[src/rtl/postcode_ctrl.sv]
// postcode_ctrl: bridges a host byte-stream pair to the postcode target interface through two FWFT FIFOs.
// Define POSTCODE_CTRL_STATS_EN to add saturating rx_count / tx_count outputs.

module postcode_fifo #(
  parameter int DEPTH = 4
) (
  input  logic       refclk,
  input  logic       reset_n,
  input  logic       push,
  input  logic [7:0] push_data,
  input  logic       pop,
  output logic [7:0] head,
  output logic       full,
  output logic       empty
);
  localparam int PW = $clog2(DEPTH);
  localparam int CW = $clog2(DEPTH) + 1;

  logic [7:0]    mem [DEPTH];
  logic [PW-1:0] wr_ptr;
  logic [PW-1:0] rd_ptr;
  logic [CW-1:0] count;
  logic          do_push;
  logic          do_pop;

  assign full    = (count == CW'(DEPTH));
  assign empty   = (count == '0);
  assign do_push = push & ~full;
  assign do_pop  = pop & ~empty;
  // Head reads as zero when empty so the outputs are clean out of reset.
  assign head    = empty ? 8'h00 : mem[rd_ptr];

  always_ff @(posedge refclk) begin
    if (do_push) mem[wr_ptr] <= push_data;
  end

  always_ff @(posedge refclk or negedge reset_n) begin
    if (!reset_n) begin
      wr_ptr <= '0;
      rd_ptr <= '0;
      count  <= '0;
    end else begin
      if (do_push) wr_ptr <= wr_ptr + PW'(1);
      if (do_pop)  rd_ptr <= rd_ptr + PW'(1);
      case ({do_push, do_pop})
        2'b10:   count <= count + CW'(1);
        2'b01:   count <= count - CW'(1);
        default: count <= count;
      endcase
    end
  end
endmodule

module postcode_ctrl #(
  parameter int DEPTH = 4
) (
  input  logic       refclk,
  input  logic       reset_n,
  input  logic [7:0] host_tx_data,
  input  logic       host_tx_valid,
  output logic       host_tx_ready,
  output logic [7:0] host_rx_data,
  output logic       host_rx_valid,
  input  logic       host_rx_ready,
  input  logic [7:0] pc_rxout,
  input  logic       pc_cs,
  input  logic       pc_last_input,
  input  logic       pc_want_tx,
  input  logic       pc_txstrobe,
  output logic       pc_rxready,
  output logic       pc_tx_pending,
  output logic [7:0] pc_txin,
  output logic       rx_state_dbg,
  output logic [1:0] tx_state_dbg
`ifdef POSTCODE_CTRL_STATS_EN
  ,
  output logic [15:0] rx_count,
  output logic [15:0] tx_count
`endif
);
  // Host streams: a byte moves on any cycle where valid and ready are both high.
  typedef enum logic {R_IDLE = 1'b0, R_ARMED = 1'b1} rx_state_t;
  typedef enum logic [1:0] {T_IDLE = 2'd0, T_OFFER = 2'd1, T_WAIT = 2'd2} tx_state_t;

  rx_state_t  rx_state, rx_state_nx;
  tx_state_t  tx_state, tx_state_nx;

  logic [1:0] cs_sync, last_sync, want_sync, strobe_sync;
  logic       cs_prev, strobe_prev;
  logic [2:0] live;
  logic       cs_rise, strobe_rise;

  logic       tx_full, tx_empty, rx_full, rx_empty;
  logic       tx_pop, rx_push;
  logic [7:0] tx_head;
  logic       rxready_nx, txin_load, offer_second;

  always_ff @(posedge refclk or negedge reset_n) begin
    if (!reset_n) begin
      cs_sync     <= '0;
      last_sync   <= '0;
      want_sync   <= '0;
      strobe_sync <= '0;
      cs_prev     <= 1'b0;
      strobe_prev <= 1'b0;
      live        <= '0;
    end else begin
      cs_sync     <= {cs_sync[0], pc_cs};
      last_sync   <= {last_sync[0], pc_last_input};
      want_sync   <= {want_sync[0], pc_want_tx};
      strobe_sync <= {strobe_sync[0], pc_txstrobe};
      cs_prev     <= cs_sync[1];
      strobe_prev <= strobe_sync[1];
      live        <= {live[1:0], 1'b1};
    end
  end

  // Edges only count once the synchroniser and edge flop hold real samples;
  // otherwise an idle-high pc_cs would look like a rising edge after reset.
  assign cs_rise     = live[2] & cs_sync[1] & ~cs_prev;
  assign strobe_rise = live[2] & strobe_sync[1] & ~strobe_prev;

  postcode_fifo #(.DEPTH(DEPTH)) u_tx_fifo (
    .refclk    (refclk),
    .reset_n   (reset_n),
    .push      (host_tx_valid & host_tx_ready),
    .push_data (host_tx_data),
    .pop       (tx_pop),
    .head      (tx_head),
    .full      (tx_full),
    .empty     (tx_empty)
  );

  postcode_fifo #(.DEPTH(DEPTH)) u_rx_fifo (
    .refclk    (refclk),
    .reset_n   (reset_n),
    .push      (rx_push),
    .push_data (pc_rxout),
    .pop       (host_rx_valid & host_rx_ready),
    .head      (host_rx_data),
    .full      (rx_full),
    .empty     (rx_empty)
  );

  assign host_tx_ready = live[0] & ~tx_full;
  assign host_rx_valid = ~rx_empty;

  always_comb begin
    rx_state_nx = rx_state;
    rxready_nx  = 1'b0;
    rx_push     = 1'b0;
    case (rx_state)
      R_IDLE: begin
        if (!rx_full) begin
          rxready_nx  = 1'b1;
          rx_state_nx = R_ARMED;
        end
      end
      R_ARMED: begin
        if (cs_rise && !last_sync[1]) begin
          rx_push     = 1'b1;
          rx_state_nx = R_IDLE;
        end
      end
      default: rx_state_nx = R_IDLE;
    endcase
  end

  always_comb begin
    tx_state_nx = tx_state;
    tx_pop      = 1'b0;
    txin_load   = 1'b0;
    case (tx_state)
      T_IDLE: begin
        if (want_sync[1] && !tx_empty) begin
          txin_load   = 1'b1;
          tx_state_nx = T_OFFER;
        end
      end
      T_OFFER: begin
        if (offer_second) tx_state_nx = T_WAIT;
      end
      T_WAIT: begin
        if (strobe_rise) begin
          tx_pop      = 1'b1;
          tx_state_nx = T_IDLE;
        end
      end
      default: tx_state_nx = T_IDLE;
    endcase
  end

  always_ff @(posedge refclk or negedge reset_n) begin
    if (!reset_n) begin
      rx_state     <= R_IDLE;
      tx_state     <= T_IDLE;
      pc_rxready   <= 1'b0;
      offer_second <= 1'b0;
      pc_txin      <= 8'h00;
    end else begin
      rx_state     <= rx_state_nx;
      tx_state     <= tx_state_nx;
      pc_rxready   <= rxready_nx;
      offer_second <= (tx_state == T_OFFER) && !offer_second;
      if (txin_load) pc_txin <= tx_head;
    end
  end

  assign pc_tx_pending = (tx_state == T_OFFER);
  assign rx_state_dbg  = rx_state;
  assign tx_state_dbg  = tx_state;

`ifdef POSTCODE_CTRL_STATS_EN
  always_ff @(posedge refclk or negedge reset_n) begin
    if (!reset_n) begin
      rx_count <= 16'h0000;
      tx_count <= 16'h0000;
    end else begin
      if (rx_push && rx_count != 16'hFFFF) rx_count <= rx_count + 16'd1;
      if (tx_pop && tx_count != 16'hFFFF)  tx_count <= tx_count + 16'd1;
    end
  end
`endif
endmodule

[config.mk]
export PLATFORM = sky130hd
export DESIGN_NAME = postcode_ctrl
export DESIGN_NICKNAME = d
export VERILOG_FILES = /design/src/rtl/postcode_ctrl.sv
export SDC_FILE = /design/constraint.sdc
export NUM_CORES = 1
export LEC_CHECK = 0
export ABC_CLOCK_PERIOD_IN_PS = 4600
export BUFFER_PORTS_ARGS = -buffer_cell sky130_fd_sc_hd__buf_2
export CAP_MARGIN = 5
export CORE_ASPECT_RATIO = 0.8
export CORE_UTILIZATION = 55
export DETAILED_ROUTE_END_ITERATION = 6
export PLACE_DENSITY = 0.78
export SETUP_SLACK_MARGIN = 0.02
export SYNTH_ARGS = -nofsm -noshare
export SYNTH_HDL_FRONTEND = slang
export SYNTH_SLANG_ARGS = --single-unit
[constraint.sdc]
create_clock -name refclk -period 4.6 [get_ports refclk]
set_input_delay 0.46 -clock refclk [delete_from_list [all_inputs] [get_ports refclk]]
set_output_delay 0.46 -clock refclk [all_outputs]
set_load 0.005 [all_outputs]
==> results.txt, run 1 <==
CP max FO - 10
Post-Syn Instances - 218
Failing checks - DRC
Ports - 47
CP endpoint kind - primary output
RePlAce Congestion - 0.6835
Avg Cell Area, Syn - 18.66 um^2
Tcrit/Tclk final - 0.5219
Required @ worst endpoint - 4.14 ns
LEAKAGE - 1.816 nW
Row Count - 27
CP Class - register to primary output
Pin count of the biggest net entering global routing - 41
Most frequent cells in the layout - edfxtp_1, buf_2, dfrtp_1
Syn Nets - 254
CP Launch Type - register
Post-route minimum period - 2.401 ns
Reg2reg setup slack - 2.41 ns
Cts bufs inserted - 9
Synth Cell Area - 4068 um^2
Post-CTS setup buffers - 0
Fmax - 416.5 MHz
Hold_buf cts - 0
Final hold vios - 0
Via density per instance - 5.319
Final std cells w/o fill - 361
Post-cts resize count - 0
Ant. Diodes - 0
Register bit total from synthesis - 104
Post-Route WL - 6161 um
Fin. max-slew vios - 0
Max VDD drop - 256.8 uV
Initial core utilization - 0.5789
Status - finished, violations left
Synth cell types - 34
# fillers - 511
Chip width - 98.15 um
Fraction of layout cells with a size suffix above 1 - 0.3139
Antenna violations before repair - 0
Global-route wire length before repair - 9991 um
Port Buffer Count - 46
Max clock buf depth - 2
Seq/Total Area, Yosys - 0.7185
Starting DRT DRC Count - 83
Relative slew slack - 0.4014
Tightest Hold Check Type - input pin to register
GR Overflow Total - 0
Fin Clk Skew - 0.006398 ns
Total chip power - 2.469 mW
Vias in the first global route - 2000
Root Buffer - clkbuf_8
Total number of vias - 1920
Setup TNS Final - 0 ns
Router iterations before antenna repair - 7
Post-route antenna net violation count - 0
Worst-path clk slew - 0.08 ns
Final Core Density - 0.6485
Syn-to-layout area delta - 12.03%
Sink Count - 104
Pwr dens - 541.7 nW/um^2
Final setup viols - 0
Final HPWL DP - 4128 um
Worst EP arrival - 1.94 ns
Worst slew pin tran - 0.8978 ns
Yosys warnings - 0
Post-layout nets - 305
MaxCap Viol Count - 0
DIE HEIGHT - 78.92 um
Cells after DPL - 345
Core area - 7027 um^2
Die area - 7746 um^2
DRC - 2
Mean routed wirelength per cell - 17.07 um
Tot GR Track Use - 0.1800
Commonest non-fill, non-tap cell in the layout - edfxtp_1
H-tree levels - 3
CTS tree - done
Clk_lat worst skew - 0.36 ns
RSZ-0062 raised after global routing - false
[power breakdown]
part	internal [mW]	switching, mW
clock network	0.251	0.276
logic	0.379	0.259
registers	1.15	0.157
total	1.78	0.691
[Yosys cell counts, drive strengths merged]
library cell  count  area (um^2)
buf               4        25.02
nand3             1        5.000
edfxtp           64         1922
nor3b             2        15.01
mux4             16        360.4
and2             17        106.4
o311a             1        10.01
o31a              1        8.760
inv              15        56.30
nand3b            2        15.01
ha               10        125.1
conb              1        3.750
nor2b             1        6.260
mux2             10        142.6
nand2             1        3.750
fa                2        40.04
o21ai             2        10.01
xnor2             6        52.55
dfrtp            40         1001
clkbuf            2        7.510
nand2b            2        12.51
nor3              2        15.01
xor2              6        52.55
mux2i             1        10.01
a2bb2oi           1        8.760
a22o              1        8.760
or4b              1        10.01
or3               1        6.260
and4bb            1        12.51
nor2              4        15.01
[registers in the layout, summed over array words and instances, names as in the netlist, 3 cells and up]
name,count
u_tx_fifo.mem,32
pc_txin,8
live,3
u_rx_fifo.count,3
u_tx_fifo.count,3
u_rx_fifo.mem,32
[worst paths after layout]
| check | from | to | depth (start not counted) |
|---|---|---|---|
| max | u_rx_fifo.rd_ptr[0] | host_rx_data[3] | 3 |
| min | pc_txstrobe | strobe_sync[0] | 1 |
| max reg2reg | u_rx_fifo.count[0] | u_rx_fifo.count[2] | 9 |
| min reg2reg | want_sync[0] | want_sync[1] | 0 |
| max in group asynchronous | reset_n | u_tx_fifo.wr_ptr[0] | 1 |
| min in group asynchronous | reset_n | pc_txin[6] | 1 |
[cells by family after synthesis]
logic type	Yosys count	synth area share
buffers and inverters	21	0.02184
other	1	0.0009219
AOI/OAI and AO/OA	6	0.01138
and+or+nand+nor	35	0.05475
adders and majority gates	12	0.04060
muxes	27	0.1261
DFF	104	0.7185
xor gates and xnor gates	12	0.02584
[critical path, stage by stage, from the launching register on]
cell     delay, ns
dfrtp_1       0.72
mux4_2        0.58
and2_1        0.17
buf_2         0.12
[layer usage]
metal,GRT usage,vias to the layer above,share of wire
met5,0,-,0
met4,0.05970,0,0.0055
met3,0.06690,2,0.045
met2,0.2810,46,0.49
met1,0.2374,973,0.46
li1,-,899,-
[final cells by class]
cell class / count / area, um^2 / share of cell area
flip-flops and latches: 104 / 2923 / 0.6414
repair buffers: 46 / 230.2 / 0.05052
inverters: 15 / 56.30 / 0.01236
clock inverters: 4 / 47.55 / 0.01043
clock buffers: 12 / 135.1 / 0.02965
well taps: 87 / 108.9 / 0.02389
multi-input cells: 93 / 1056 / 0.2317
[stage by stage]
step           cell area (um^2)  hold slack, ns  setup slack (ns)
2_1_floorplan              4068          0.1644             2.632
3_3_place_gp               4374          0.3316             2.504
3_5_place_dp               4374          0.3347             2.420
4_1_cts                    4557          0.1860             2.139
5_1_grt                    4557          0.1738             2.067
6_report                   4557          0.2057             2.199
Note: power is estimated with default switching activity, not from simulation.
==> run 2: changes to the inputs <==
--- a/config.mk
+++ b/config.mk
@@ -5,13 +5,13 @@
 export SDC_FILE = /design/constraint.sdc
 export NUM_CORES = 1
 export LEC_CHECK = 0
-export ABC_CLOCK_PERIOD_IN_PS = 4600
+export ABC_CLOCK_PERIOD_IN_PS = 2200
 export BUFFER_PORTS_ARGS = -buffer_cell sky130_fd_sc_hd__buf_2
 export CAP_MARGIN = 5
 export CORE_ASPECT_RATIO = 0.8
-export CORE_UTILIZATION = 55
+export CORE_UTILIZATION = 52
 export DETAILED_ROUTE_END_ITERATION = 6
-export PLACE_DENSITY = 0.78
+export PLACE_DENSITY = 0.77
 export SETUP_SLACK_MARGIN = 0.02
 export SYNTH_ARGS = -nofsm -noshare
 export SYNTH_HDL_FRONTEND = slang
==> constraint.sdc (replaced) <==
create_clock -name refclk -period 2.2 [get_ports refclk]
set_input_delay 0.22 -clock refclk [delete_from_list [all_inputs] [get_ports refclk]]
set_output_delay 0.22 -clock refclk [all_outputs]
set_load 0.005 [all_outputs]
==> results.txt, run 2 (synthesized netlist as in run 1, its figures left out) <==
DIE HEIGHT - 81.11 um (was 78.92 um)
Worst EP arrival - 2.32 ns (was 1.94 ns)
Net Sw Power - 1.505 mW (was 0.6914 mW)
Port Buffer Count - 46 (unchanged)
Post-route minimum period - 2.030 ns
Root Buffer - clkbuf_8 (unchanged)
RePlAce Congestion - 0.7151 (was 0.6835)
Ant. Diodes - 0 (unchanged)
Critical Path Max Stage Delay - 0.44 ns (was 0.72 ns)
Worst-path clk slew - 0.10 ns (was 0.08 ns)
Worst slew pin tran - 0.5952 ns (was 0.8978 ns)
Cts bufs inserted - 9 (unchanged)
Ports - 47 (unchanged)
CTS tree - done (unchanged)
Combinational power share - 0.287 (was 0.258)
Post-Route WL - 6402 um (was 6161 um)
Die area - 8182 um^2 (was 7746 um^2)
Fin. max-slew vios - 0 (unchanged)
CP max stage cell - dfrtp_1 (unchanged)
Setup TNS Final - 0 ns (unchanged)
# fillers - 561 (was 511)
Clock power frac - 0.212 (was 0.213)
Max VDD drop - 692.1 uV (was 256.8 uV)
Status - completed (was finished, violations left)
Chip width - 100.9 um (was 98.15 um)
CP endpoint kind - register (was primary output)
Final setup viols - 0 (unchanged)
Post-layout nets - 318 (was 305)
Pwr dens - 1125 nW/um^2 (was 541.7 nW/um^2)
Fin Clk Skew - 0.01242 ns (was 0.006398 ns)
Antenna violations before repair - 0 (unchanged)
Fmax - 492.5 MHz
Starting DRT DRC Count - 175 (was 83)
CP max FO - 7 (was 10)
CP Launch Type - register (unchanged)
Tot GR Track Use - 0.1760 (was 0.1800)
Final hold vios - 0 (unchanged)
Clk_lat worst skew - 0.37 ns (was 0.36 ns)
Net Sw Frac - 0.2834 (was 0.2801)
CP Class - register to register (was register to primary output)
Sink Count - 104 (unchanged)
Commonest non-fill, non-tap cell in the layout - edfxtp_1 (unchanged)
Most frequent cells in the layout - edfxtp_1, buf_2, dfrtp_1 (unchanged)
Router iterations before antenna repair - 4 (was 7)
Fraction of layout cells with a size suffix above 1 - 0.3449 (was 0.3139)
Total number of vias - 1983 (was 1920)
Global-route wire length before repair - 10160 um (was 9991 um)
Via density per instance - 5.059 (was 5.319)
Relative slew slack - 0.6032 (was 0.4014)
Biggest regs - u_rx_fifo.mem (32), u_tx_fifo.mem (32), pc_txin (8) (unchanged)
RSZ-0062 raised after global routing - false (unchanged)
Row Count - 28 (was 27)
LEAKAGE - 1.892 nW (was 1.816 nW)
GR Overflow Total - 0 (unchanged)
DP Area - 4469 um^2 (was 4374 um^2)
DRC - 0 (was 2)
Design area - 4722 um^2 (was 4557 um^2)
Tcrit/Tclk final - 0.9229
Initial core utilization - 0.5426 (was 0.5789)
MaxCap Viol Count - 0 (unchanged)
Core area - 7497 um^2 (was 7027 um^2)
P_int - 3.806 mW (was 1.777 mW)
H-tree levels - 3 (unchanged)
Max clock buf depth - 2 (unchanged)
Mean routed wirelength per cell - 16.33 um (was 17.07 um)
Vias in the first global route - 1996 (was 2000)
Hold WS - 0.06785 ns (was 0.2057 ns)
Pin count of the biggest net entering global routing - 26 (was 41)
Critical path's most frequent cell - inv_1
Sequential power share - 0.501 (was 0.528)
Required @ worst endpoint - 2.49 ns (was 4.14 ns)
Syn-to-layout area delta - 16.09% (was 12.03%)
Worst-path cell chain - o311a_4 > inv_1 > ha_1 > inv_1 > fa_1 > xor2_1 > nor2_1 > xnor2_1 (was mux4_2 > and2_1 > buf_2)
Post-route antenna net violation count - 0 (unchanged)
Final HPWL DP - 4544 um (was 4128 um)
Tightest Hold Check Type - input pin to register (unchanged)
-- run 2: what timing repair did --
action                                 4_1_cts  5_1_grt
setup endpoints to repair                    0        1
gates resized for setup                      0        2
endpoints found under the hold margin       27        0
hold buffers                                 5        0
setup buffers                                0        0
-- run 2: layout make-up --
class / instances / area [um^2] / share of cell area
Tap cell: 105 / 131.4 / 0.02782
Clock buffer: 10 / 127.6 / 0.02703
Clock inverter: 6 / 58.81 / 0.01245
Sequential cell: 104 / 2923 / 0.6190
Multi-Input combinational cell: 93 / 1072 / 0.2271
Inverter: 15 / 56.30 / 0.01192
Timing Repair Buffer: 59 / 352.8 / 0.07472
-- run 2: worst max-delay path, delay by kind of cell (launching register included) --
kind,cells,cell delay [ns]
adders and majority gates,2,0.55
DFF,1,0.44
AOI/OAI and AO/OA,1,0.43
xor gates and xnor gates,2,0.28
buffers and inverters,2,0.14
and+or+nand+nor,1,0.12
-- run 2: final timing paths --
check	slack (ns)	cells past startpoint	endpoint	startpoint
hold / removal	0.07	1	u_rx_fifo.mem[3][4]	pc_rxout[4]
min in group asynchronous	0.36	2	u_tx_fifo.count[1]	reset_n
setup / recovery	0.17	8	u_tx_fifo.count[2]	u_tx_fifo.count[1]
hold reg to reg	0.35	0	cs_sync[1]	cs_sync[0]
max in group asynchronous	1.28	3	u_rx_fifo.count[2]	reset_n
setup reg to reg	0.17	8	u_tx_fifo.count[2]	u_tx_fifo.count[1]
-- run 2: through the flow --
| step | total power, mW | std cells | setup WS, ns | util |
|---|---|---|---|---|
| finish | 5.311 | 392 | 0.1696 | 0.6298 |
| global route | 5.633 | 392 | 0.04455 | 0.6298 |
| CTS | 5.356 | 392 | 0.07871 | 0.6277 |
| detailed placement | 4.238 | 371 | 0.1067 | 0.5961 |
| global placement | 4.156 | 371 | 0.2321 | 0.5961 |
| floorplan | 3.667 | 218 | 0.2316 | - |
-- run 2: power by group through the flow --
stage / clock [mW] / combinational, mW / sequential, mW
after floorplan: 0 / 1.08 / 2.59
after global placement: 0 / 1.48 / 2.68
after CTS: 1.15 / 1.55 / 2.66
after detailed placement: 0 / 1.53 / 2.71
final: 1.13 / 1.52 / 2.66
after global routing: 1.24 / 1.69 / 2.71
-- run 2: metal layers --
| layer | track usage | part of all wire |
|---|---|---|
| met1 | 0.2280 | 0.46 |
| met2 | 0.2836 | 0.49 |
| met3 | 0.06627 | 0.046 |
| met4 | 0.04783 | 0.010 |
| met5 | 0 | 0 |
==> run 3: changes to the inputs <==
--- a/config.mk
+++ b/config.mk
@@ -15,4 +15,5 @@
 export SETUP_SLACK_MARGIN = 0.02
 export SYNTH_ARGS = -nofsm -noshare
 export SYNTH_HDL_FRONTEND = slang
+export SYNTH_HIERARCHICAL = 1
 export SYNTH_SLANG_ARGS = --single-unit
==> results.txt, run 3 <==
Status - finished, violations left (was completed)
Failing checks - hold timing
Worst r2r dst - u_tx_fifo/count[2] (was u_tx_fifo.count[2])
Worst slew pin tran - 0.9075 ns (was 0.5952 ns)
Reg2reg start - u_tx_fifo/count[2] (was u_tx_fifo.count[1])
Syn Nets - 268 (was 254)
Final setup viols - 0 (unchanged)
Die area - 8441 um^2 (was 8182 um^2)
Post-Route WL - 6550 um (was 6402 um)
Final hold vios - 40 (was 0)
Setup TNS Final - 0 ns (unchanged)
Tot GR Track Use - 0.1735 (was 0.1760)
CP max FO - 3 (was 7)
Fmax - 465.8 MHz (was 492.5 MHz)
CTS tree - done (unchanged)
Worst setup path start - u_tx_fifo/count[2] (was u_tx_fifo.count[1])
P_int - 3.883 mW (was 3.806 mW)
Critical Path Max Stage Delay - 0.42 ns (was 0.44 ns)
Cells after DPL - 387 (was 371)
Required @ worst endpoint - 2.49 ns (about the same)
CP max stage cell - dfrtp_1 (unchanged)
Pin count of the biggest net entering global routing - 41 (was 26)
Commonest non-fill, non-tap cell in the layout - edfxtp_1 (unchanged)
Pwr dens - 1149 nW/um^2 (was 1125 nW/um^2)
Met2 usage - 0.2873 (was 0.2836)
R2R depth - 11 (was 8)
Syn-to-layout area delta - 15.44% (was 16.09%)
Biggest regs - u_rx_fifo/mem (32), u_tx_fifo/mem (32), pc_txin (8) (was u_rx_fifo.mem (32), u_tx_fifo.mem (32), pc_txin (8))
Synth top area share - 0.4577 (was 0.4725)
CP Class - register to register (unchanged)
Post-route minimum period - 2.147 ns (was 2.030 ns)
Met1 Usage GRT - 0.2184 (was 0.2280)
Synth area leaders - edfxtp_1, dfrtp_1, mux4_2, and2_1, ha_1 (was edfxtp_1, dfrtp_1, mux4_2, ha_1, mux2_4)
MaxCap Viol Count - 0 (unchanged)
Cts bufs inserted - 9 (unchanged)
Combinational power share - 0.326 (was 0.287)
Grt peak-use layer - met2 (unchanged)
Post-synth EDFFs - 64 (unchanged)
Sink Count - 104 (unchanged)
Relative slew slack - 0.3950 (was 0.6032)
CP endpoint kind - register (unchanged)
Post-Syn Instances - 232 (was 218)
Net Sw Power - 1.684 mW (was 1.505 mW)
Tcrit/Tclk final - 0.9759 (was 0.9229)
Max VDD drop - 566.4 uV (was 692.1 uV)
Max clock buf depth - 2 (unchanged)
Post-synth top cells - edfxtp_1, dfrtp_1, and2_1, mux4_2, inv_1 (unchanged)
Hold WS - -0.01718 ns (was 0.06785 ns)
Final std cells w/o fill - 409 (was 392)
Most frequent cells in the layout - edfxtp_1, buf_2, dfrtp_1 (unchanged)
Clock power frac - 0.193 (was 0.212)
Worst-path clk slew - 0.09 ns (was 0.10 ns)
H-tree levels - 3 (unchanged)
Ports - 47 (unchanged)
Root Buffer - clkbuf_8 (unchanged)
Total number of vias - 2065 (was 1983)
CP Launch Type - register (unchanged)
Worst-path cell chain - nor3b_4 > nor2b_1 > and2_1 > nor2b_2 > inv_1 > ha_2 > inv_2 > fa_2 > xor2_1 > nor2_1 > xor2_1 (was o311a_4 > inv_1 > ha_1 > inv_1 > fa_1 > xor2_1 > nor2_1 > xnor2_1)
Router iterations before antenna repair - 4 (unchanged)
Met3 Use GR - 0.05471 (was 0.06627)
Prevailing post-synth register cell - edfxtp_1 (unchanged)
Final HPWL DP - 4384 um (was 4544 um)
Sequential power share - 0.481 (was 0.501)
Initial core utilization - 0.5523 (was 0.5426)
Global-route wire length before repair - 10360 um (was 10160 um)
LEAKAGE - 1.912 nW (was 1.892 nW)
RePlAce Congestion - 0.6789 (was 0.7151)
Net Sw Frac - 0.3025 (was 0.2834)
Reg2reg setup slack - 0.05 ns (was 0.17 ns)
Post-route antenna net violation count - 0 (unchanged)
Post-layout nets - 335 (was 318)
Ys async rst share - 0.3846 (unchanged)
RSZ-0062 raised after global routing - true (was false)
Yosys warnings - 6 (was 0)
Avg Cell Area, Syn - 18.10 um^2 (was 18.66 um^2)
DRC - 0 (unchanged)
Chip width - 102.5 um (was 100.9 um)
Via density per instance - 5.049 (was 5.059)
Core area - 7602 um^2 (was 7497 um^2)
Fin. max-slew vios - 0 (unchanged)
Starting DRT DRC Count - 96 (was 175)
Register bit total from synthesis - 104 (unchanged)
Area leader, netlist - edfxtp_1 (unchanged)
Vias in the first global route - 2154 (was 1996)
Port Buffer Count - 46 (unchanged)
Total chip power - 5.567 mW (was 5.311 mW)
Tightest Hold Check Type - input pin to async pin (was input pin to register)
Synth Cell Area - 4199 um^2 (was 4068 um^2)
Clk_lat worst skew - 0.37 ns (about the same)
Worst EP arrival - 2.43 ns (was 2.32 ns)
Seq/Total Area, Yosys - 0.6961 (was 0.7185)
DIE HEIGHT - 82.38 um (was 81.11 um)
GR Overflow Total - 0 (unchanged)
Most frequent cell after synthesis - edfxtp_1 (unchanged)
Antenna violations before repair - 0 (unchanged)
Row Count - 28 (unchanged)
Critical path's most frequent cell - xor2_1 (was inv_1)
Fraction of layout cells with a size suffix above 1 - 0.3882 (was 0.3449)
Synth cell types - 30 (was 34)
Ant. Diodes - 0 (unchanged)
Fin Clk Skew - 0.01179 ns (was 0.01242 ns)
Mean routed wirelength per cell - 16.01 um (was 16.33 um)
# fillers - 551 (was 561)
[run 3: cell count changes after synthesis, moves of 3 or more]
cell / previous run / this run
and2_1: 17 / 25
mux2_2: 2 / 10
mux2_4: 8 / 0
nor2b_1: 1 / 6
buf_6: 1 / 4
[run 3: how the worst max path moves through the flow]
stage                          to  slack, ns
3_3_place_gp   u_tx_fifo/count[2]       0.11
5_1_grt        u_tx_fifo/count[2]      -0.07
6_report       u_tx_fifo/count[2]       0.05
2_1_floorplan  u_tx_fifo/count[2]       0.07
4_1_cts        u_tx_fifo/count[2]       0.03
3_5_place_dp   u_tx_fifo/count[2]       0.03
[run 3: power by group through the flow]
| stage | sequential [mW] | combinational (mW) | clock (mW) |
|---|---|---|---|
| after floorplan | 2.63 | 1.30 | 0 |
| after global placement | 2.68 | 1.73 | 0 |
| after detailed placement | 2.70 | 1.78 | 0 |
| after CTS | 2.66 | 1.79 | 1.11 |
| after global routing | 2.72 | 2.05 | 1.17 |
| final | 2.68 | 1.82 | 1.08 |
[run 3: through the flow]
| stage | worst slack (ns) | hold WS, ns | util | area [um^2] |
|---|---|---|---|---|
| 2_1_floorplan | 0.07446 | -0.07559 | - | 4199 |
| 3_3_place_gp | 0.1064 | 0.3275 | 0.6025 | 4581 |
| 3_5_place_dp | 0.02524 | 0.3315 | 0.6025 | 4581 |
| 4_1_cts | 0.02835 | 0.002732 | 0.6315 | 4801 |
| 5_1_grt | -0.06808 | 0.04700 | 0.6376 | 4847 |
| 6_report | 0.05306 | -0.01718 | 0.6376 | 4847 |
[run 3: area by class of cell]
cell class | count | area, um^2 | share of cell area
Clock buffer | 9 | 123.9 | 0.02556
Inverter | 15 | 56.30 | 0.01162
Multi-Input combinational cell | 107 | 1192 | 0.2460
Sequential cell | 104 | 2923 | 0.6030
Tap cell | 105 | 131.4 | 0.02710
Timing Repair Buffer | 62 | 364.1 | 0.07512
Clock inverter | 7 | 56.30 | 0.01162
[run 3: cell families (layout without fill, tap and decap cells)]
logic type,count (synthesis),count (layout),synth area share
flip-flops,104,104,0.6961
adder cells (fa/ha/maj),12,12,0.03933
buffers and inverters,21,93,0.02652
multiplexers,28,28,0.1174
AND/OR/NAND/NOR,51,51,0.08939
other,1,1,0.0008931
XOR/XNOR,12,12,0.02503
AO/OA/AOI/OAI,3,3,0.005363
[run 3: what timing repair did]
item,in CTS,in global routing
hold buffers,4,0
hold endpoints to repair,4,0
buffers inserted,0,2
endpoints found under the setup margin,0,3
gates resized for setup,0,10
[run 3: per-layer routing]
layer  up-vias  share of wire
met3         7          0.058
li1        963              -
met4         0         0.0096
met5         -              0
met2        52           0.50
met1      1043           0.44
[run 3: critical path, delay by kind of cell (launching register included)]
| family | cells | cell delay (ns) |
|---|---|---|
| adders and majority gates | 2 | 0.49 |
| and+or+nand+nor | 5 | 0.75 |
| buffers and inverters | 2 | 0.09 |
| DFF | 1 | 0.42 |
| xor gates and xnor gates | 2 | 0.32 |
